<file path="config.mk">
export PLATFORM = sky130hd
export DESIGN_NAME = piso_serializer
export DESIGN_NICKNAME = d
export VERILOG_FILES = /design/src/rtl/piso_serializer.sv
export SDC_FILE = /design/constraint.sdc
export NUM_CORES = 1
export LEC_CHECK = 0
export BUFFER_PORTS_ARGS = -buffer_cell sky130_fd_sc_hd__buf_2
export CAP_MARGIN = 30
export CORE_ASPECT_RATIO = 1.1
export CORE_UTILIZATION = 45
export DETAILED_ROUTE_END_ITERATION = 10
export PLACE_DENSITY = 0.69
export REMOVE_ABC_BUFFERS = 1
export SETUP_SLACK_MARGIN = 0.4
export SLEW_MARGIN = 15
export SYNTH_ARGS = -nofsm -noshare
export SYNTH_HDL_FRONTEND = slang
export SYNTH_SLANG_ARGS = --single-unit
</file>
<file path="constraint.sdc">
create_clock -name clk1 -period 1.6 [get_ports clk1]
set_input_delay 0 -clock clk1 [delete_from_list [all_inputs] [get_ports clk1]]
set_output_delay 0 -clock clk1 [all_outputs]
set_load 0.005 [all_outputs]
</file>
<file path="src/rtl/piso_serializer.sv">
// Parallel-in serial-out transmitter with a valid/ready load port, sof/eof framing,
// a stall input and a programmable idle gap after each frame.
module piso_serializer #(
    parameter int WIDTH      = 4,
    parameter bit MSB_FIRST  = 1'b0,
    parameter int GAP_CYCLES = 1
) (
    input  logic             clk1,
    input  logic             rst1,
    input  logic [WIDTH-1:0] data_in,
    input  logic             load_valid,
    output logic             load_ready,
    input  logic             hold,
    output logic             sout,
    output logic             sout_valid,
    output logic             sof,
    output logic             eof,
    output logic             busy
);

    localparam int             CW       = $clog2(WIDTH);
    localparam logic [CW-1:0]  CNT_LAST = CW'(WIDTH - 1);
    localparam logic [3:0]     GAP_LAST = 4'(GAP_CYCLES - 1);

    typedef enum logic [1:0] {
        ST_IDLE  = 2'd0,
        ST_SHIFT = 2'd1,
        ST_GAP   = 2'd2
    } state_t;

    state_t           r_state;
    logic [WIDTH-1:0] r_shift;
    logic [CW-1:0]    r_cnt;
    logic [3:0]       r_gap;
    logic             r_load_ready;
    logic             r_sout_valid;
    logic             r_sof;
    logic             r_eof;
    logic             r_busy;

    logic [WIDTH-1:0] w_ordered;
    logic [CW-1:0]    w_cnt_inc;
    logic             w_accept;

    // Reorder the word once at load so the shifter always emits bit 0 next.
    for (genvar gi = 0; gi < WIDTH; gi++) begin : g_order
        if (MSB_FIRST) begin : g_msb
            assign w_ordered[gi] = data_in[WIDTH-1-gi];
        end else begin : g_lsb
            assign w_ordered[gi] = data_in[gi];
        end
    end

    assign w_accept  = load_valid & r_load_ready;
    assign w_cnt_inc = r_cnt + CW'(1);

    always_ff @(posedge clk1) begin
        if (rst1) begin
            r_state      <= ST_IDLE;
            r_shift      <= '0;
            r_cnt        <= '0;
            r_gap        <= '0;
            r_load_ready <= 1'b1;
            r_sout_valid <= 1'b0;
            r_sof        <= 1'b0;
            r_eof        <= 1'b0;
            r_busy       <= 1'b0;
        end else begin
            case (r_state)
                ST_IDLE: begin
                    if (w_accept) begin
                        r_state      <= ST_SHIFT;
                        r_shift      <= w_ordered;
                        r_cnt        <= '0;
                        r_load_ready <= 1'b0;
                        r_sout_valid <= 1'b1;
                        r_sof        <= 1'b1;
                        r_eof        <= 1'b0;
                        r_busy       <= 1'b1;
                    end
                end

                ST_SHIFT: begin
                    if (!hold) begin
                        if (r_cnt == CNT_LAST) begin
                            // Clearing the shifter forces sout low outside a frame.
                            r_shift      <= '0;
                            r_cnt        <= '0;
                            r_sout_valid <= 1'b0;
                            r_sof        <= 1'b0;
                            r_eof        <= 1'b0;
                            if (GAP_CYCLES > 0) begin
                                r_state <= ST_GAP;
                                r_gap   <= '0;
                            end else begin
                                r_state      <= ST_IDLE;
                                r_load_ready <= 1'b1;
                                r_busy       <= 1'b0;
                            end
                        end else begin
                            r_shift <= r_shift >> 1;
                            r_cnt   <= w_cnt_inc;
                            r_sof   <= 1'b0;
                            r_eof   <= (w_cnt_inc == CNT_LAST);
                        end
                    end
                end

                ST_GAP: begin
                    if (r_gap == GAP_LAST) begin
                        r_state      <= ST_IDLE;
                        r_gap        <= '0;
                        r_load_ready <= 1'b1;
                        r_busy       <= 1'b0;
                    end else begin
                        r_gap <= r_gap + 4'd1;
                    end
                end

                default: begin
                    r_state      <= ST_IDLE;
                    r_shift      <= '0;
                    r_cnt        <= '0;
                    r_gap        <= '0;
                    r_load_ready <= 1'b1;
                    r_sout_valid <= 1'b0;
                    r_sof        <= 1'b0;
                    r_eof        <= 1'b0;
                    r_busy       <= 1'b0;
                end
            endcase
        end
    end

    assign load_ready = r_load_ready;
    assign sout       = r_shift[0];
    assign sout_valid = r_sout_valid;
    assign sof        = r_sof;
    assign eof        = r_eof;
    assign busy       = r_busy;

endmodule

</file>
==> out/metrics.csv, run 1 <==
stage,metric,value,unit
place,hpwl,1240,um
die,fp.dieArea,0.002150,mm^2
finish,drive_gt1_frac,0.3419,
logic_synthesis,ys_warn_count,0,
global_routing,grt_pass1_wl,3284,um
route,drcViolationCount,0,
outcome,status,"complete, no violations",
die,ios,14,
run,max_cap_violations,0,
global_routing,overflow,0,
finish,ff_latch_area,350.3,um^2
finish,final_area,0.001101,mm^2
sta,skew,0.004920,ns
clocking,cts.reportedPaths.clkPinSlew,0.09,ns
clocking,htree_levels,1,
die,core_area,0.001822,mm^2
logic_synthesis,ys_seq_area_frac,0.3842,
pwr,vdd_drop_max,465.6,uV
place,io_buffers,13,
clocking,clk_latency,0.29,ns
finish,nets,130,
clocking,cts-root-buf,clkbuf_4,
global_routing,grt_pass1_vias,763,
place,place_area,969.7,um^2
sta,worst_slew_margin_rel,0.7752,
logic_synthesis,muxShareOfSynthArea,0,
logic_synthesis,synth_flop_cell,dfxtp_1,
place,gp_congestion,0.8009,
sta,finalMaxSlewViolations,0,
route,drt_pass1_iterations,4,
logic_synthesis,yosys.area.top_type,dfxtp_1,
place,place_inst,137,
logic_synthesis,synthXorXnorAreaFrac,0,
clocking,cts_sinks,17,
sta,hold_viol_final,0,
route,viasPerCell,5.806,
logic_synthesis,synth.cell_area,885.9,um^2
clocking,cts.path.max_buffers,2,
route,vias,836,
pwr,leakage,0.0004196,uW
worst_setup_path,crit_arrival,1.44,ns
route,ant_nets,0,
route,wl_per_cell,14.10,um
route,dr.first_iter.drc_count,16,
worst_setup_path,critPathRequiredTime,1.77,ns
global_routing,grt_start_max_net_pins,18,
min_path,hold_path_class,input port to register,
sta,fmaxAchievable,791.5,MHz
route,drt-total-wl,2031,um
logic_synthesis,ys_seq_elements,17,
sta,fin_setup_tns,0,ns
logic_synthesis,synth.area.top_cells,"dfxtp_1, o211ai_1, a21oi_1, ha_1, and3b_1",
global_routing,antenna_found_initial,0,
pwr,powerDensity,755.8,mW/mm^2
logic_synthesis,synthArstFlopShare,0,
sta,worstMarginPinSlew,0.3372,ns
worst_setup_path,worst-setup-path-type,register to register,
logic_synthesis,synth_edf_count,0,
finish,fin_cells,144,
finish,synthToLayoutAreaGrowth,24.29,%
die,core.rowCount,16,
logic_synthesis,synth_top_family_by_area,simple AND/OR/NAND/NOR gates,
logic_synthesis,synth_top_area_share,0.3842,
sta,setup_violations,0,
die,die_h,48.54,um
logic_synthesis,syn_avg_cell_area,8.771,um^2
worst_setup_path,end_kind,register,
worst_setup_path,crit_path_max_fanout,3,
sta,fin_crit_sh,0.7897,
sta,fin_crit,1.263,ns
die,start_util,0.4863,
die,dieWidth,44.31,um
logic_synthesis,ys_types,36,
logic_synthesis,yosys.area_share.simple,0.2669,
clocking,cts_tree,done,
finish,num-fill-cells,155,
finish,n_antenna_cell,0,
pwr,finalPower,832.2,uW
global_routing,grt.total_usage,0.1961,
logic_synthesis,yosys.area_share.adder,0.05650,
logic_synthesis,synth_compound_gate_area_share,0.2331,
logic_synthesis,synthCells,101,
sta,rsz0062_at_grt,true,
finish,multi_input_area,561.8,um^2
worst_setup_path,cp-start-kind,register,
clocking,cts_buffers,3,
[cell usage in the layout (no fill, tap or decap), types with 2 or more instances in the layout]
master | Yosys | final
ha_4 | 0 | 2
o22ai_1 | 3 | 3
and3b_1 | 4 | 4
inv_1 | 5 | 3
a21oi_1 | 12 | 12
dfxtp_2 | 0 | 5
ha_1 | 4 | 2
nand2b_1 | 3 | 3
dfxtp_1 | 17 | 11
buf_2 | 2 | 13
inv_2 | 0 | 2
nor2_1 | 3 | 3
nand2_1 | 4 | 4
clkbuf_4 | 0 | 3
nor2b_1 | 4 | 3
o211ai_1 | 9 | 9
nand3b_1 | 2 | 2
a31oi_1 | 2 | 2
buf_4 | 1 | 4
nand3_1 | 5 | 5
nor3_1 | 2 | 2
[flip-flops by register name (all words and copies together) (netlist names)]
| signal | flops |
|---|---|
| r_gap | 4 |
| r_shift | 4 |
| r_cnt | 2 |
| r_state | 2 |
| busy | 1 |
| eof | 1 |
| load_ready | 1 |
| sof | 1 |
| sout_valid | 1 |
[Yosys cell counts, types with 3 or more instances]
cell	count
dfxtp_1	17
o22ai_1	3
a21oi_1	12
inv_1	5
and3b_1	4
nor2_1	3
ha_1	4
nand2_1	4
nand2b_1	3
o211ai_1	9
nand3_1	5
nor2b_1	4
[critical path, cell delays in order, from the launching register on]
cell	delay [ns]
dfxtp_2	0.34
inv_2	0.07
ha_4	0.13
or3b_4	0.40
a31oi_1	0.15
a211oi_1	0.06
[layout make-up]
| type | instances | share of cell area |
|---|---|---|
| well taps | 27 | 0.03068 |
| multi-input cells | 72 | 0.5102 |
| inverters | 6 | 0.02159 |
| repair buffers | 18 | 0.09545 |
| clock buffers | 4 | 0.02386 |
| flip-flops and latches | 17 | 0.3182 |
[where the power goes]
part           internal [uW]  total, uW  switching, uW
Clock                   97.1        235            138
Combinational           63.1        128           65.0
Sequential               447        469           22.9
[repair_timing]
action	CTS	global route
setup endpoints to repair	16	15
buffers inserted	2	0
pin swaps	5	1
hold buffers	1	0
resized for setup	15	7
hold endpoints to repair	1	0
[worst paths after layout]
| path | from | endpoint | slack, ns | cells past startpoint |
|---|---|---|---|---|
| hold / removal | rst1 | r_gap[1] | 0.08 | 2 |
| hold reg to reg | busy | busy | 0.47 | 2 |
| setup / recovery | r_gap[0] | r_gap[2] | 0.34 | 5 |
| setup reg to reg | r_gap[0] | r_gap[2] | 0.34 | 5 |
[metrics by stage]
| step | hold WS, ns | setup WS, ns | utilization |
|---|---|---|---|
| 3_3_place_gp | 0.2496 | 0.2626 | 0.5323 |
| 2_1_floorplan | 0.06907 | 0.3058 | - |
| 3_5_place_dp | 0.2494 | 0.2185 | 0.5323 |
| 5_1_grt | 0.08616 | 0.3031 | 0.6044 |
| 4_1_cts | 0.06698 | 0.3617 | 0.5879 |
| 6_report | 0.07840 | 0.3365 | 0.6044 |
[routing by layer]
| layer | share of wire | track usage | wire length (um) |
|---|---|---|---|
| met2 | 0.44 | 0.2941 | 900 |
| met5 | 0 | 0 | 0 |
| met4 | 0.018 | 0.08586 | 36 |
| met3 | 0.066 | 0.02239 | 134 |
| met1 | 0.47 | 0.2778 | 960 |
[kinds of logic (layout without fill, tap and decap cells)]
| family | after synthesis | in the layout |
|---|---|---|
| AO/OA/AOI/OAI | 32 | 32 |
| adder cells (fa/ha/maj) | 4 | 4 |
| buffers and inverters | 12 | 28 |
| flip-flops | 17 | 17 |
| AND/OR/NAND/NOR | 36 | 36 |
No activity file was read; power rests on OpenSTA's default activity.
==> run 2: changes to the inputs <==
PLACE_DENSITY = 0.71   (was 0.69)
clock period = 1.15 ns   (was 1.6 ns; I/O delays follow)
==> out/metrics.csv, run 2 (same netlist as run 1, synthesis figures left out) <==
stage,metric,value,unit,change
outcome,status,"complete, but fails checks",,"was complete, no violations"
outcome,violations,setup timing,,
die,die_h,48.54,um,unchanged
clocking,cts-root-buf,clkbuf_4,,unchanged
clocking,cts_tree,done,,unchanged
die,ios,14,,unchanged
clocking,clk_latency,0.29,ns,about the same
global_routing,grt_pass1_vias,800,,was 763
route,drt-total-wl,2128,um,was 2031 um
global_routing,overflow,0,,unchanged
worst_setup_path,crit_arrival,1.43,ns,was 1.44 ns
die,core.rowCount,16,,unchanged
die,start_util,0.4863,,unchanged
route,top_layer,met4,,unchanged
sta,skew,0.005482,ns,was 0.004920 ns
sta,setup_violations,6,,was 0
sta,hold_viol_final,0,,unchanged
worst_setup_path,rrSetupSlack,-0.12,ns,was 0.34 ns
sta,fmaxAchievable,790.4,MHz,was 791.5 MHz
global_routing,antenna_found_initial,0,,unchanged
die,dieWidth,44.31,um,unchanged
worst_setup_path,end_kind,register,,unchanged
worst_setup_path,crit_chain,"inv_2, ha_4, or3b_4, a31oi_1, a211oi_1",,unchanged
clocking,htree_levels,1,,unchanged
sta,worstMarginPinSlew,0.3208,ns,was 0.3372 ns
finish,n_antenna_cell,0,,unchanged
sta,whs,0.08394,ns,was 0.07840 ns
place,place_area,0.001052,mm^2,was 969.7 um^2
global_routing,grt_pass1_wl,3670,um,was 3284 um
min_path,hold_path_class,input port to register,,unchanged
worst_setup_path,critPathMaxStageDelay,0.38,ns,was 0.40 ns
place,pre_cts_ws,-0.1807,ns,was 0.2185 ns
finish,nets,145,,was 130
route,viasPerCell,5.553,,was 5.806
worst_setup_path,cp-start-kind,register,,unchanged
worst_setup_path,reg2regPathDepth,5,,unchanged
worst_setup_path,worst-setup-path-type,register to register,,unchanged
sta,fin_crit,1.265,ns,was 1.263 ns
run,max_cap_violations,0,,unchanged
die,core_area,0.001822,mm^2,unchanged
route,dr.first_iter.drc_count,15,,was 16
worst_setup_path,crit_path_max_fanout,3,,unchanged
finish,final_area,0.001265,mm^2,was 0.001101 mm^2
global_routing,grt.total_usage,0.2231,,was 0.1961
route,wl_per_cell,13.38,um,was 14.10 um
worst_setup_path,critPathRequiredTime,1.32,ns,was 1.77 ns
route,vias,883,,was 836
sta,fin_ws,-0.1151,ns,was 0.3365 ns
finish,drive_gt1_frac,0.4697,,was 0.3419
pwr,leakage,0.0005021,uW,was 0.0004196 uW
finish,synthToLayoutAreaGrowth,42.80,%,was 24.29%
pwr,powerDensity,957.2,mW/mm^2,was 755.8 mW/mm^2
min_path,hp-start,rst1,,unchanged
route,m1WireLength,1039,um,was 960 um
finish,final_common_cell,buf_4,,was buf_2
clocking,cts.reportedPaths.clkPinSlew,0.11,ns,was 0.09 ns
route,ant_nets,0,,unchanged
finish,mostFrequentLayoutCells,"buf_4, a21oi_1, buf_2",,"was buf_2, a21oi_1, dfxtp_1"
place,hpwl,1397,um,was 1240 um
clocking,cts_buffers,3,,unchanged
pwr,vdd_drop_max,829.0,uV,was 465.6 uV
worst_setup_path,rr_startpoint,r_gap[0],,unchanged
route,drcViolationCount,0,,unchanged
route,wl_met3,68,um,was 134 um
sta,rsz0062_at_grt,true,,unchanged
sta,worst_slew_margin_rel,0.7852,,was 0.7752
finish,largestRegisters,"r_gap: 4 flops, r_shift: 4 flops",,unchanged
global_routing,grt_start_max_net_pins,18,,unchanged
die,fp.dieArea,0.002150,mm^2,unchanged
clocking,cts.path.max_buffers,2,,unchanged
min_path,hold_depth,2,,unchanged
place,gp_congestion,0.7990,,was 0.8009
clocking,cts_sinks,17,,unchanged
worst_setup_path,rr_endpoint,r_gap[2],,unchanged
place,io_buffers,13,,unchanged
sta,fin_crit_sh,1.100,,was 0.7897
route,routed-wl-met2,1010,um,was 900 um
sta,finalMaxSlewViolations,0,,unchanged
route,drt_pass1_iterations,4,,unchanged
worst_setup_path,cp_slowest_cell,or3b_4,,unchanged
min_path,min_delay_worst_endpoint,eof,,was r_gap[1]
run 2: cell types whose count changed in the layout (fill, tap and decap cells not counted):
cell      delta
nand2_2      +1
a221oi_2     -1
buf_4        +9
dfxtp_4      +2
nand2b_4     +2
dfxtp_2      +4
dfxtp_1      -6
nand2b_1     -2
clkinv_1     +1
a221oi_1     +1
clkbuf_1     -1
nand2_4      -1
buf_6        +8
buf_2        -2
run 2: worst max path at each step:
stage	start	to	slack, ns	cells after the start
after floorplan	r_gap[0]	load_ready	-0.14	5
after global placement	r_gap[0]	load_ready	-0.13	5
after detailed placement	r_gap[0]	load_ready	-0.18	5
after CTS	r_gap[1]	r_gap[2]	-0.10	5
after global routing	r_gap[0]	r_gap[2]	-0.17	5
final	r_gap[0]	r_gap[2]	-0.12	5
run 2: critical path: cells and delay by family (launching register included):
| kind | cells | cell delay (ns) |
|---|---|---|
| compound gates | 2 | 0.24 |
| fa+ha+maj | 1 | 0.12 |
| buf+inv | 1 | 0.07 |
| flops | 1 | 0.34 |
| simple gates | 1 | 0.38 |
run 2: cell type report:
class | instances | area, um^2
clock buffers | 3 | 22.52
multi-input cells | 72 | 565.5
fillers | 139 | 556.8
inverters | 6 | 22.52
flip-flops and latches | 17 | 362.8
well taps | 27 | 33.78
repair buffers | 33 | 252.7
clock inverters | 1 | 5.005
run 2: through the flow:
step / TNS (ns) / cells / utilization / power (uW)
floorplan: -0.4969 / 95 / - / 749.4
global placement: -0.7779 / 148 / 0.5776 / 839.4
detailed placement: -1.087 / 148 / 0.5776 / 845.5
CTS: -0.3450 / 157 / 0.6738 / 1205
global route: -0.9785 / 159 / 0.6944 / 1277
finish: -0.3369 / 159 / 0.6944 / 1211
run 2: layer usage:
metal / vias up / global-route usage
met5: - / 0
met4: 0 / 0.03030
met3: 2 / 0.04478
met2: 16 / 0.3358
met1: 429 / 0.3349
li1: 436 / -
run 2: what timing repair did:
item / in CTS / in global routing
resized for setup: 29 / 7
cloned: 1 / 0
setup endpoints to repair: 20 / 23
pin swaps: 23 / 9
hold endpoints to repair: 1 / 0
hold buffers: 1 / 0
setup buffers: 3 / 2
run 2: power breakdown:
part	internal [uW]	switching, uW
sequential	622	30.6
clock	129	197
combinational	130	102
total	881	330
==> run 3: changes to the inputs <==
CTS_CLUSTER_SIZE = 28   (was unset)
SKIP_LAST_GASP = 1   (was unset)
==> out/metrics.csv, run 3 (same netlist as run 1, synthesis figures left out) <==
stage,metric,value,unit,change
outcome,status,"complete, but fails checks",,unchanged
outcome,violations,setup timing,,unchanged
worst_setup_path,rr_startpoint,r_gap[0],,unchanged
route,viasPerCell,5.698,,was 5.553
finish,mostFrequentLayoutCells,"buf_4, a21oi_1, buf_2",,unchanged
global_routing,grt_start_max_net_pins,18,,unchanged
worst_setup_path,cp-start-kind,register,,unchanged
route,wl_per_cell,14.26,um,was 13.38 um
die,die_h,48.54,um,unchanged
pwr,p_seq_frac,0.534,,was 0.539
clocking,cts-root-buf,clkbuf_4,,unchanged
finish,multi_input_area,569.3,um^2,was 565.5 um^2
clocking,cts.path.max_buffers,2,,unchanged
worst_setup_path,crit_chain,"inv_2, ha_4, or3b_4, nand2_2, a221o_1",,"was inv_2, ha_4, or3b_4, a31oi_1, a211oi_1"
finish,n_antenna_cell,0,,unchanged
worst_setup_path,crit_path_max_fanout,3,,unchanged
pwr,internal-power,882.6,uW,was 881.0 uW
sta,skew,0.01293,ns,was 0.005482 ns
global_routing,antenna_found_initial,0,,unchanged
finish,synthToLayoutAreaGrowth,43.64,%,was 42.80%
pwr,p_switching,340.5,uW,was 329.8 uW
sta,setup_violations,7,,was 6
clocking,cts.reportedPaths.clkPinSlew,0.12,ns,was 0.11 ns
pwr,powerDensity,961.1,mW/mm^2,was 957.2 mW/mm^2
run,max_cap_violations,0,,unchanged
clocking,cts_buffers,3,,unchanged
global_routing,grt.total_usage,0.2253,,was 0.2231
route,drt-total-wl,2267,um,was 2128 um
pwr,pwr-share-comb,0.194,,was 0.192
finish,nets,145,,unchanged
die,start_util,0.4863,,unchanged
clocking,clk_latency,0.30,ns,was 0.29 ns
finish,drive_gt1_frac,0.4773,,was 0.4697
sta,finalMaxSlewViolations,0,,unchanged
global_routing,grt_pass1_vias,816,,was 800
clocking,cts_tree,done,,unchanged
route,drcViolationCount,0,,unchanged
finish,num-fill-cells,139,,unchanged
global_routing,overflow,0,,unchanged
pwr,leakage,0.0005032,uW,was 0.0005021 uW
place,pre_cts_ws,-0.1807,ns,unchanged
clocking,htree_levels,1,,unchanged
worst_setup_path,cp_num_buf_inv,1,,unchanged
worst_setup_path,worst-setup-path-type,register to register,,unchanged
place,gp_congestion,0.7990,,unchanged
die,core.rowCount,16,,unchanged
route,dr.first_iter.drc_count,28,,was 15
sta,fin_crit_sh,1.110,,was 1.100
worst_setup_path,path_delay_family,flip-flops,,was simple AND/OR/NAND/NOR gates
sta,fin_crit,1.277,ns,was 1.265 ns
route,vias,906,,was 883
min_path,hold_path_class,input port to register,,unchanged
global_routing,grt_pass1_wl,3712,um,was 3670 um
finish,largestRegisters,"r_gap: 4 flops, r_shift: 4 flops",,unchanged
worst_setup_path,cp_slowest_cell,dfxtp_2,,was or3b_4
finish,final_common_cell,buf_4,,unchanged
sta,worstMarginPinSlew,0.3664,ns,was 0.3208 ns
pwr,vdd_drop_max,810.6,uV,was 829.0 uV
place,place_inst,148,,unchanged
place,hpwl,1397,um,unchanged
die,fp.dieArea,0.002150,mm^2,unchanged
pwr,switching_share,0.2784,,was 0.2724
sta,rsz0062_at_grt,true,,unchanged
clocking,cts_sinks,17,,unchanged
finish,ff_latch_area,362.8,um^2,unchanged
worst_setup_path,crit_arrival,1.47,ns,was 1.43 ns
sta,hold_viol_final,0,,unchanged
finish,fin_cells,159,,unchanged
die,dieWidth,44.31,um,unchanged
worst_setup_path,critPathRequiredTime,1.34,ns,was 1.32 ns
die,core_area,0.001822,mm^2,unchanged
route,ant_nets,0,,unchanged
route,drt_pass1_iterations,5,,was 4
worst_setup_path,crit_path_start,r_gap[0],,unchanged
sta,fin_ws,-0.1267,ns,was -0.1151 ns
die,ios,14,,unchanged
sta,fmaxAchievable,783.3,MHz,was 790.4 MHz
pwr,p_clk_frac,0.272,,was 0.269
finish,final_util,0.6985,,was 0.6944
worst_setup_path,end_kind,register,,unchanged
sta,worst_slew_margin_rel,0.7546,,was 0.7852
place,io_buffers,13,,unchanged
worst_setup_path,critPathMaxStageDelay,0.35,ns,was 0.38 ns
min_path,hp-start,rst1,,unchanged
-- run 3: layer usage --
layer / GRT usage / wire length [um] / share of wire
met2: 0.3431 / 1074 / 0.47
met1: 0.3349 / 1004 / 0.44
met5: 0 / 0 / 0
met3: 0.04478 / 159 / 0.070
met4: 0.03030 / 28 / 0.012
-- run 3: area by class of cell --
cell class | count | area share
multi-input cells | 72 | 0.4474
inverters | 6 | 0.01770
well taps | 27 | 0.02655
clock inverters | 1 | 0.003933
clock buffers | 3 | 0.01770
flip-flops and latches | 17 | 0.2852
repair buffers | 33 | 0.2016
-- run 3: per-stage QoR --
stage / area, um^2 / hold slack, ns / setup TNS (ns) / power (uW)
floorplan: 855.8 / 0.06907 / -0.4969 / 749.4
global placement: 1052 / 0.2492 / -0.7779 / 839.4
detailed placement: 1052 / 0.2491 / -1.087 / 845.5
CTS: 1221 / 0.06964 / -0.3554 / 1201
global route: 1272 / 0.07424 / -1.050 / 1283
finish: 1272 / 0.07781 / -0.4082 / 1223
-- run 3: power groups by stage --
stage	sequential [uW]	clock [uW]	combinational, uW
finish	653	333	237
floorplan	659	0	90.9
CTS	648	335	218
global route	659	368	256
global placement	654	0	185
detailed placement	658	0	188
-- run 3: worst paths after layout --
check                    end  slack (ns)  depth (start not counted)
setup / recovery  load_ready       -0.13                          5
hold / removal    r_shift[1]        0.08                          2
setup reg to reg  load_ready       -0.13                          5
hold reg to reg         busy        0.48                          2
-- run 3: what timing repair did --
item,4_1_cts,5_1_grt
hold endpoints to repair,1,0
hold buffers,1,0
pin swaps,22,10
cloned,1,0
buffers inserted,3,2
endpoints found under the setup margin,20,23
resized for setup,28,10
